## src/rtl/mmio_controller.sv

```systemverilog
// MMIO decode for the 0x8000_00xx window: UART TX/RX sequencing, cycle/instr counters; 1-cycle registered read data.
// Backpressure: a TX write while the slot is busy and not draining is dropped; RX pop is combinational with the load.
module mmio_controller #(
   parameter logic [3:0] MMIO_TOP = 4'h8
) (
   input  logic        Clock,
   input  logic        Reset,
   input  logic        Stall,
   input  logic [31:0] MemAddr,
   input  logic [31:0] MemWData,
   input  logic        MemRE,
   input  logic        MemWE,
   input  logic        InstrRetired,
   output logic        IsMMIO,
   output logic [31:0] RData,
   output logic [7:0]  DataIn,
   output logic        DataInValid,
   input  logic        DataInReady,
   input  logic [7:0]  DataOut,
   input  logic        DataOutValid,
   output logic        DataOutReady
);

   logic        top_match;
   logic        hit;
   logic        access;
   logic        load_hit;
   logic        store_hit;
   logic [7:0]  offset;
   logic        tx_free;
   logic        tx_accept;
   logic        cnt_clear;
   logic [31:0] rd_mux;
   logic [31:0] cycle_cnt;
   logic [31:0] instr_cnt;
   logic        unused_bits;

   assign top_match   = (MemAddr[31:28] == MMIO_TOP);
   assign hit         = top_match && !Stall;
   assign access      = (MemRE || MemWE) && !Stall;
   assign load_hit    = hit && MemRE;
   assign store_hit   = hit && MemWE;
   assign offset      = MemAddr[7:0];
   assign unused_bits = ^{MemAddr[27:8], MemWData[31:8]};

   assign tx_free   = DataInReady && !DataInValid;
   // A busy slot still takes a new byte when it drains on this same edge.
   assign tx_accept = store_hit && (offset == 8'h08) && (!DataInValid || DataInReady);
   assign cnt_clear = store_hit && (offset == 8'h18);

   // Pop is qualified by the current valid, so back-to-back reads never double pop.
   assign DataOutReady = !Reset && load_hit && (offset == 8'h04) && DataOutValid;

   always_comb begin
      rd_mux = '0;
      case (offset)
         8'h00:   rd_mux = {30'b0, DataOutValid, tx_free};
         8'h04:   rd_mux = DataOutValid ? {24'b0, DataOut} : 32'b0;
         8'h10:   rd_mux = cycle_cnt;
         8'h14:   rd_mux = instr_cnt;
         default: rd_mux = '0;
      endcase
   end

   always_ff @(posedge Clock) begin
      if (Reset) begin
         IsMMIO      <= 1'b0;
         RData       <= '0;
         DataIn      <= '0;
         DataInValid <= 1'b0;
         cycle_cnt   <= '0;
         instr_cnt   <= '0;
      end else begin
         if (access) begin
            IsMMIO <= top_match;
            if (load_hit) RData <= rd_mux;
         end

         if (tx_accept) begin
            DataIn      <= MemWData[7:0];
            DataInValid <= 1'b1;
         end else if (DataInValid && DataInReady) begin
            DataInValid <= 1'b0;
         end

         // Clear wins over the same-edge increment.
         cycle_cnt <= cnt_clear ? 32'd0 : cycle_cnt + 32'd1;
         if (cnt_clear)
            instr_cnt <= '0;
         else if (InstrRetired)
            instr_cnt <= instr_cnt + 32'd1;
      end
   end

endmodule

```

## config.mk

```make
export PLATFORM = sky130hd
export DESIGN_NAME = mmio_controller
export DESIGN_NICKNAME = d
export VERILOG_FILES = /design/src/rtl/mmio_controller.sv
export SDC_FILE = /design/constraint.sdc
export NUM_CORES = 1
export LEC_CHECK = 0
export BUFFER_PORTS_ARGS = -buffer_cell sky130_fd_sc_hd__buf_2
export CAP_MARGIN = 20
export CORE_MARGIN = 2
export CORE_UTILIZATION = 38
export CTS_CLUSTER_DIAMETER = 50
export DETAILED_ROUTE_END_ITERATION = 10
export GPL_TIMING_DRIVEN = 1
export SYNTH_ARGS = -nofsm -noshare
export SYNTH_HDL_FRONTEND = slang
export SYNTH_SLANG_ARGS = --single-unit
```

## constraint.sdc

```tcl
create_clock -name Clock -period 2.25 [get_ports Clock]
set_input_delay 0 -clock Clock [delete_from_list [all_inputs] [get_ports Clock]]
set_output_delay 0 -clock Clock [all_outputs]
set_load 0.005 [all_outputs]
```

---- Yosys cells after proc, flatten, opt, wreduce, memory -nomap -nowiden ----
Index checks and enable logic that the tools add are counted.
storage, ports and cells
  register bits after elaboration ......... 106
  input bits .............................. 80
  output and inout port bits .............. 43
  logic and storage cells ................. 39
cells by class
  add/sub/neg operators ................... 2
  eq/ne operators ......................... 6
  mux-type cells .......................... 4
  reductions and logical operators ........ 21
operators with widths
  kind                     count
  $pmux W32 S4             1
  $add A32 B1 Y32 const B  2
  $eq A8 B5 Y1 const B     3
  $logic_and A1 B1 Y1      12
  $eq A8 B3 Y1 const B     1
  $eq A8 B4 Y1 const B     1
  $logic_not A8 Y1         1
  $mux W8                  1
  $eq A4 B4 Y1 const B     1
  $logic_not A1 Y1         3
  $logic_or A1 B1 Y1       2
  $mux W1                  2
  $reduce_and A2 Y1        1
  $reduce_bool A2 Y1       1
  $reduce_or A2 Y1         1

---- Longest topological paths before layout ----
Gate-level depths: netlist of run 1.
  depth in word-level cells ............... 6
  mapped depth ............................ 8
  gate-level depth less buffers ........... 5

---- Least setup slack after synthesis of run 1 ----
Ideal clock, no wire load.
  path kind ............................... register -> register
  start point ............................. register cycle_cnt[0]
  end point ............................... register cycle_cnt[26]
  setup time .............................. 0.070 ns
  arrival ................................. 1.724 ns
  data required time ...................... 2.180 ns
  path slack .............................. 0.456 ns
  stages on the path, launching flop included .. 6
  path buffers ............................ 0
  clock period less this slack ............ 1.794 ns
  cell sequence ........................... dfxtp_1 > ha_1 > nand3_1 > or4_4 > or4_1 > a21oi_1
between the ends
  longest elaborated chain between the ends .. 1
ends and longest elaborated chain
  item                    line  text
  from (decl)             34    logic [31:0] cycle_cnt;
  from (signal assigned)  87    cycle_cnt <= cnt_clear ? 32'd0 : cycle_cnt + 32'd1;
  $add A32 B1 Y32         87
Every way passes these cells.
A chain may end at the register's enable or synchronous reset.

---- Worst setup path after layout of run 1 ----
  start point ............................. register instr_cnt[0]
  end point ............................... register instr_cnt[30]
between the ends
  longest elaborated chain between the ends .. 1
ends and longest elaborated chain
  item                    line  text
  from (decl)             35    logic [31:0] instr_cnt;
  from (signal assigned)  91    instr_cnt <= instr_cnt + 32'd1;
  $add A32 B1 Y32         91
Every way passes these cells.

==> results of run 1 <==
-- synthesized netlist by cell type, types with 15 or more instances --
library cell	count	area [sq um]
dfxtp_1	106	2120
nand2_1	69	259
a21oi_1	60	300
nand3_1	49	245
nor2_1	31	116
o21ai_0	30	150
mux2_2	25	282
clkbuf_1	23	86.3
nand4_1	19	119
or3_1	16	100
nor3_1	15	75.1
-- area by class of cell --
class | count | area (sq um) | share of cell area (%)
Tap cell | 176 | 220 | 3.60
Inverter | 9 | 33.8 | 0.552
Clock buffer | 11 | 243 | 3.97
Multi-Input combinational cell | 451 | 2790 | 45.6
Clock inverter | 5 | 40.0 | 0.654
Timing Repair Buffer | 109 | 673 | 11.0
Sequential cell | 106 | 2120 | 34.7
-- layer usage --
metal | up-vias | share of wire, % | GRT usage, % | routed length (um)
met3 | 11 | 5.8 | 4.33 | 758
met5 | - | 0 | 0 | 0
met1 | 2163 | 48 | 24.4 | 6240
li1 | 2346 | - | - | -
met4 | 0 | 1.0 | 3.82 | 133
met2 | 115 | 46 | 29.5 | 5970
-- cells by family (layout without fill, tap and decap cells) --
group / Yosys count / count (layout) / share of synthesized area [%]
flip-flops: 106 / 106 / 41.4
adder cells (fa/ha/maj): 2 / 2 / 0.488
AO/OA/AOI/OAI: 113 / 113 / 12.6
buffers and inverters: 47 / 134 / 4.27
XOR/XNOR: 23 / 23 / 3.93
AND/OR/NAND/NOR: 274 / 274 / 29.1
multiplexers: 39 / 39 / 8.23
-- final timing paths --
check / start / endpoint / slack [ns] / depth (start not counted)
worst max-delay path: instr_cnt[0] / instr_cnt[30] / 0.18 / 5
worst min register to register: RData[22] / RData[22] / 0.45 / 2
worst max register to register: instr_cnt[0] / instr_cnt[30] / 0.18 / 5
worst min-delay path: MemAddr[3] / RData[1] / 0.03 / 4
-- state kept, by name, summed over array words and instances, names as in the netlist --
register	count
DataIn	8
DataInValid	1
IsMMIO	1
RData	32
cycle_cnt	32
instr_cnt	32
-- layout by cell type (no fill, tap or decap), types with 3 or more instances in the layout --
cell,n
and2_1,3
nor4_1,3
dfxtp_1,106
nor2_1,31
a21oi_1,60
clkbuf_16,9
nor3_1,15
mux2_2,25
o21ai_0,30
nand2_1,69
nand3_1,49
or3_1,16
o31ai_1,9
nand2b_1,10
a221o_1,6
or3_2,3
buf_2,78
nand4_1,19
and4_1,9
mux2i_1,14
buf_4,15
and3_1,14
or4_1,10
clkinvlp_4,3
inv_1,9
dlygate4sd3_1,15
xnor2_1,9
xor2_1,14
-- report_power, final --
part           leakage (nW)  internal, mW  switching, mW
Clock                 0.128         0.785          0.718
Combinational          1.26        0.0832          0.102
Sequential            0.854          1.88         0.0108
Total                  2.25          2.75          0.831
-- repair_timing --
action / 4_1_cts / 5_1_grt
setup buffers: 0 / 0
resized for setup: 0 / 1
hold buffers: 15 / 0
endpoints found under the setup margin: 0 / 1
hold endpoints to repair: 16 / 0
-- per-stage QoR --
step / instances / hold WS [ns] / power (mW)
6_report: 867 / 0.0347 / 3.58
5_1_grt: 867 / 0.0698 / 3.71
4_1_cts: 867 / 0.0291 / 3.62
3_5_place_dp: 836 / 0.235 / 2.10
3_3_place_gp: 836 / 0.227 / 2.10
2_1_floorplan: 604 / 0.0828 / 2.03
-- worst max-delay path: cells and delay by family, from the launching register on --
kind                     cells  cell delay [ns]
adder cells (fa/ha/maj)      1             0.19
flip-flops                   1             0.41
AND/OR/NAND/NOR              3             1.17
multiplexers                 1             0.23
==> results.md, run 1 <==
- I/O pin total: 123
- Worst Max-Slew Pin Slew: 0.582 ns
- Via count: 4635
- Largest net degree at the start of global routing: 52
- FP Rows: 42
- CP Cell Sequence: ha_1 -> and4_1 -> nand4bb_1 -> nor4_2 -> mux2i_1
- Initial DRC count: 247
- Place WS: 0.165 ns
- Initial core utilization: 38.8%
- 1st-pass router iterations: 4
- Number of synthesized register bits: 106
- Post-Syn Nets: 686
- Synth-to-layout area growth: 19.5%
- Share of layout cells above drive strength 1: 21.6%
- Antenna violations before repair: 0
- Fin crit period: 2.07 ns
- Pleak: 2.25 nW
- Critical path type: flop to flop
- Avg Vias per Cell: 5.35
- Area post-placement: 0.00568 sq mm
- Async set-reset flop share out of synthesis: 0%
- Diodes inserted: 0
- Critical Path Fanout Max: 9
- CP max stage cell: nor4_2
- Worst path max stage delay: 0.42 ns
- Clock slew at reported path FFs: 0.07 ns
- Maximum VDD drop: 378 uV
- Port bufs: 78
- Synthesized instance count: 604
- Max Clock Skew: 0.00563 ns
- # Max-Cap Violations: 0
- Vias in the first global route: 4410
- Pins Over Slew Limit: 0
- Crit start category: flop
- Number of synthesized flops with an enable pin: 0
- Synth Flop Type: dfxtp_1
- Htree depth: 3
- Slew margin rel.: 60.9%
- Syn Area/Cell: 8.48 sq um
- NumNets Final: 768
- PD cells: 585 mW/mm^2
- Final hold vios: 0
- Fin util: 46.4%
- Synthesized area: 0.00512 sq mm
- Core footprint: 0.0132 sq mm
- Final Instance Area: 0.00612 sq mm
- WP data arrival: 2.36 ns
- Avg WL per Cell: 15.1 um
- Clock Latency Late Sink: 0.35 ns
- CP Capture Type: flop
- Worst hold path type: primary input to flop
- FMAX: 482 MHz
- Die width: 120 um
- Fin worst setup slack: 0.177 ns
- Total gr overflow: 0
- Seq/Total Area, Yosys: 41.4%
- GP Congestion: 0.800
- Final period utilization: 92.1%
- Outcome: complete, no violations
- Clk buf depth: 2
- Die area: 0.0144 sq mm
- Unrepaired setup endpoints after global routing: no
- Library cells used by synthesis: 53
- Total track usage: 18.1%
- CTS root buf: clkbuf_16
- First-pass GRT wire length: 21300 um
- DRT Wirelength: 13100 um
- HPWL Detailed: 9160 um
- Layout fillers: 1283
- Setup_tns: 0 ns
- Worst EP required: 2.53 ns
- Synth warn: 0
- Inserted Clock Buffers: 9
- Sink Count: 106
- Final setup fails: 0
- CTS tree: built
- DR DRC count: 0
- Post-route ant nets: 0
- Die height: 120 um
Power figures use the tool's default switching activity.
==> inputs of run 2 (changes only) <==
--- a/config.mk
+++ b/config.mk
@@ -12,6 +12,7 @@
 export CTS_CLUSTER_DIAMETER = 50
 export DETAILED_ROUTE_END_ITERATION = 10
 export GPL_TIMING_DRIVEN = 1
+export SKIP_LAST_GASP = 1
 export SYNTH_ARGS = -nofsm -noshare
 export SYNTH_HDL_FRONTEND = slang
 export SYNTH_SLANG_ARGS = --single-unit
==> constraint.sdc (replaced) <==
create_clock -name Clock -period 2.4 [get_ports Clock]
set_input_delay 0 -clock Clock [delete_from_list [all_inputs] [get_ports Clock]]
set_output_delay 0 -clock Clock [all_outputs]
set_load 0.005 [all_outputs]
==> run 2 against run 1 <==
Against the previous run:
- global-route usage rose by 0.29 points
- worst setup slack improved by 0.11 ns
- sequential power fell by 6%
- core utilization rose by 0.066 points
- register-to-register slack improved by 0.11 ns
- cell count fell by 0.58%
- cell area rose by 0.14%
- wire length fell by 1.5%
- largest cell class unchanged
==> results.md, run 2 (same netlist as run 1, synthesis figures left out) <==
- Die area: 0.0144 sq mm (unchanged)
- HPWL Detailed: 9030 um (-1.4%)
- Slew margin rel.: 36.2% (-25 points)
- Hold_sp: MemAddr[3]
- WP data arrival: 2.39 ns (+0.03 ns)
- Final Instance Area: 0.00613 sq mm (+0.14%)
- Maximum VDD drop: 334 uV (-12%)
- Worst hold path type: primary input to flop
- Setup_tns: 0 ns (unchanged)
- Fin crit period: 2.11 ns (+0.0395 ns)
- Sink Count: 106 (unchanged)
- Pleak: 2.25 nW (+0.28%)
- Outcome: complete, no violations
- Critical path type: flop to flop
- Critical Path Fanout Max: 9 (unchanged)
- Clock Latency Late Sink: 0.35 ns (about the same)
- DRT Wirelength: 12900 um (-1.5%)
- First-pass GRT wire length: 21600 um (+1.3%)
- NumNets Final: 764 (-0.52%)
- Final period utilization: 88.0% (-4.1 points)
- Clk buf depth: 2 (unchanged)
- Vias in the first global route: 4466 (+1.3%)
- CP max stage cell: nor4_1
- Crit start category: flop
- Max Clock Skew: 0.00691 ns (+0.00129 ns)
- CTS tree: built
- Worst EP required: 2.68 ns (+0.15 ns)
- Synth-to-layout area growth: 19.6%
- Worst Path Buf+Inv: 0 (unchanged)
- Share of layout cells above drive strength 1: 21.0% (-0.57 points)
- Final setup fails: 0 (unchanged)
- Via count: 4694 (+1.3%)
- Avg WL per Cell: 15.0 um (-0.89%)
- 1st-pass router iterations: 5 (+1)
- Most common cell after layout, fill and taps aside: dfxtp_1
- Core footprint: 0.0132 sq mm (unchanged)
- Unrepaired setup endpoints after global routing: no
- Area post-placement: 0.00565 sq mm (-0.53%)
- Avg Vias per Cell: 5.45 (+1.9%)
- Inserted Clock Buffers: 9 (unchanged)
- Die width: 120 um (unchanged)
- Layout fillers: 1296 (+1.0%)
- Antenna violations before repair: 0 (unchanged)
- Initial DRC count: 233 (-5.7%)
- Total gr overflow: 0 (unchanged)
- Most frequent cells in the layout: dfxtp_1, buf_2, nand2_1
- Post-route ant nets: 0 (unchanged)
- Clock slew at reported path FFs: 0.07 ns (about the same)
- CTS root buf: clkbuf_16
- Diodes inserted: 0 (unchanged)
- GP Congestion: 0.847 (+5.9%)
- Largest regs: RData: 32 flops, cycle_cnt: 32 flops, instr_cnt: 32 flops
- PD cells: 581 mW/mm^2 (-0.77%)
- Port bufs: 78 (unchanged)
- Pins Over Slew Limit: 0 (unchanged)
- Largest net degree at the start of global routing: 52 (unchanged)
- Worst reg2reg startpoint: instr_cnt[0]
- # Max-Cap Violations: 0 (unchanged)
- Initial core utilization: 38.8% (unchanged)
- Worst path max stage delay: 0.43 ns (about the same)
- Final hold vios: 0 (unchanged)
- Post-CTS setup buffers: 0 (unchanged)
- Crit path max-delay family: simple AND/OR/NAND/NOR gates
- Fin util: 46.5% (+0.066 points)
- CP Launch Point: instr_cnt[0]
- CP Cell Sequence: ha_1 -> and4_1 -> nand4bb_1 -> nor4_1 -> mux2i_1
- I/O pin total: 123 (unchanged)
- FMAX: 473 MHz (-1.9%)
- Htree depth: 3 (unchanged)
- Die height: 120 um (unchanged)
- Total track usage: 18.4% (+0.29 points)
- CP Capture Type: flop
- DR DRC count: 0 (unchanged)
- Worst Max-Slew Pin Slew: 0.957 ns (+0.374 ns)
- FP Rows: 42 (unchanged)
-- run 2: cell types whose count changed in the layout (fill, tap and decap cells not counted), sizes merged --
cell / before / now
buf: 94 / 90
bufinv: 0 / 2
clkinv: 2 / 0
clkinvlp: 3 / 2
-- run 2: timing repair --
item	4_1_cts	5_1_grt
hold buffers	15	0
endpoints found under the hold margin	16	0
gates resized for setup	0	0
setup endpoints to repair	0	0
-- run 2: report_power, final --
part | internal (mW) | switching, mW
clock network | 0.965 | 0.647
logic | 0.0758 | 0.0939
registers | 1.77 | 0.0121
-- run 2: final timing paths --
check | to | slack [ns] | depth (start not counted)
min reg2reg | RData[21] | 0.45 | 2
max reg2reg | instr_cnt[30] | 0.29 | 5
min | RData[1] | 0.04 | 4
max | instr_cnt[30] | 0.29 | 5
-- run 2: area by class of cell --
type,count,area [sq um],area share (%)
tap,176,220,3.59
multi-input combinational,451,2780,45.4
clock buffer,11,253,4.12
inverter,9,33.8,0.551
clock inverter,4,75.1,1.22
timing repair buffer,105,643,10.5
sequential,106,2120,34.6
-- run 2: layer usage --
metal | GRT usage (%) | share of wire, % | vias up
met5 | 0 | 0 | -
met4 | 5.22 | 1.7 | 0
met3 | 4.71 | 5.8 | 19
met2 | 30.2 | 46 | 117
met1 | 23.9 | 46 | 2226
li1 | - | - | 2332
-- run 2: per-stage QoR --
step / hold WS (ns) / power (mW) / setup WS [ns] / std cells
after floorplan: 0.0828 / 1.91 / 0.606 / 604
after global placement: 0.226 / 1.96 / 0.367 / 832
after detailed placement: 0.228 / 1.97 / 0.353 / 832
after CTS: 0.0228 / 3.61 / 0.309 / 862
after global routing: 0.0686 / 3.70 / 0.104 / 862
final: 0.0373 / 3.56 / 0.288 / 862
-- run 2: worst register-to-register path, cell delays in order, from the launching register on --
cell	delay [ns]
dfxtp_1	0.41
ha_1	0.20
and4_1	0.39
nand4bb_1	0.40
nor4_1	0.43
mux2i_1	0.21
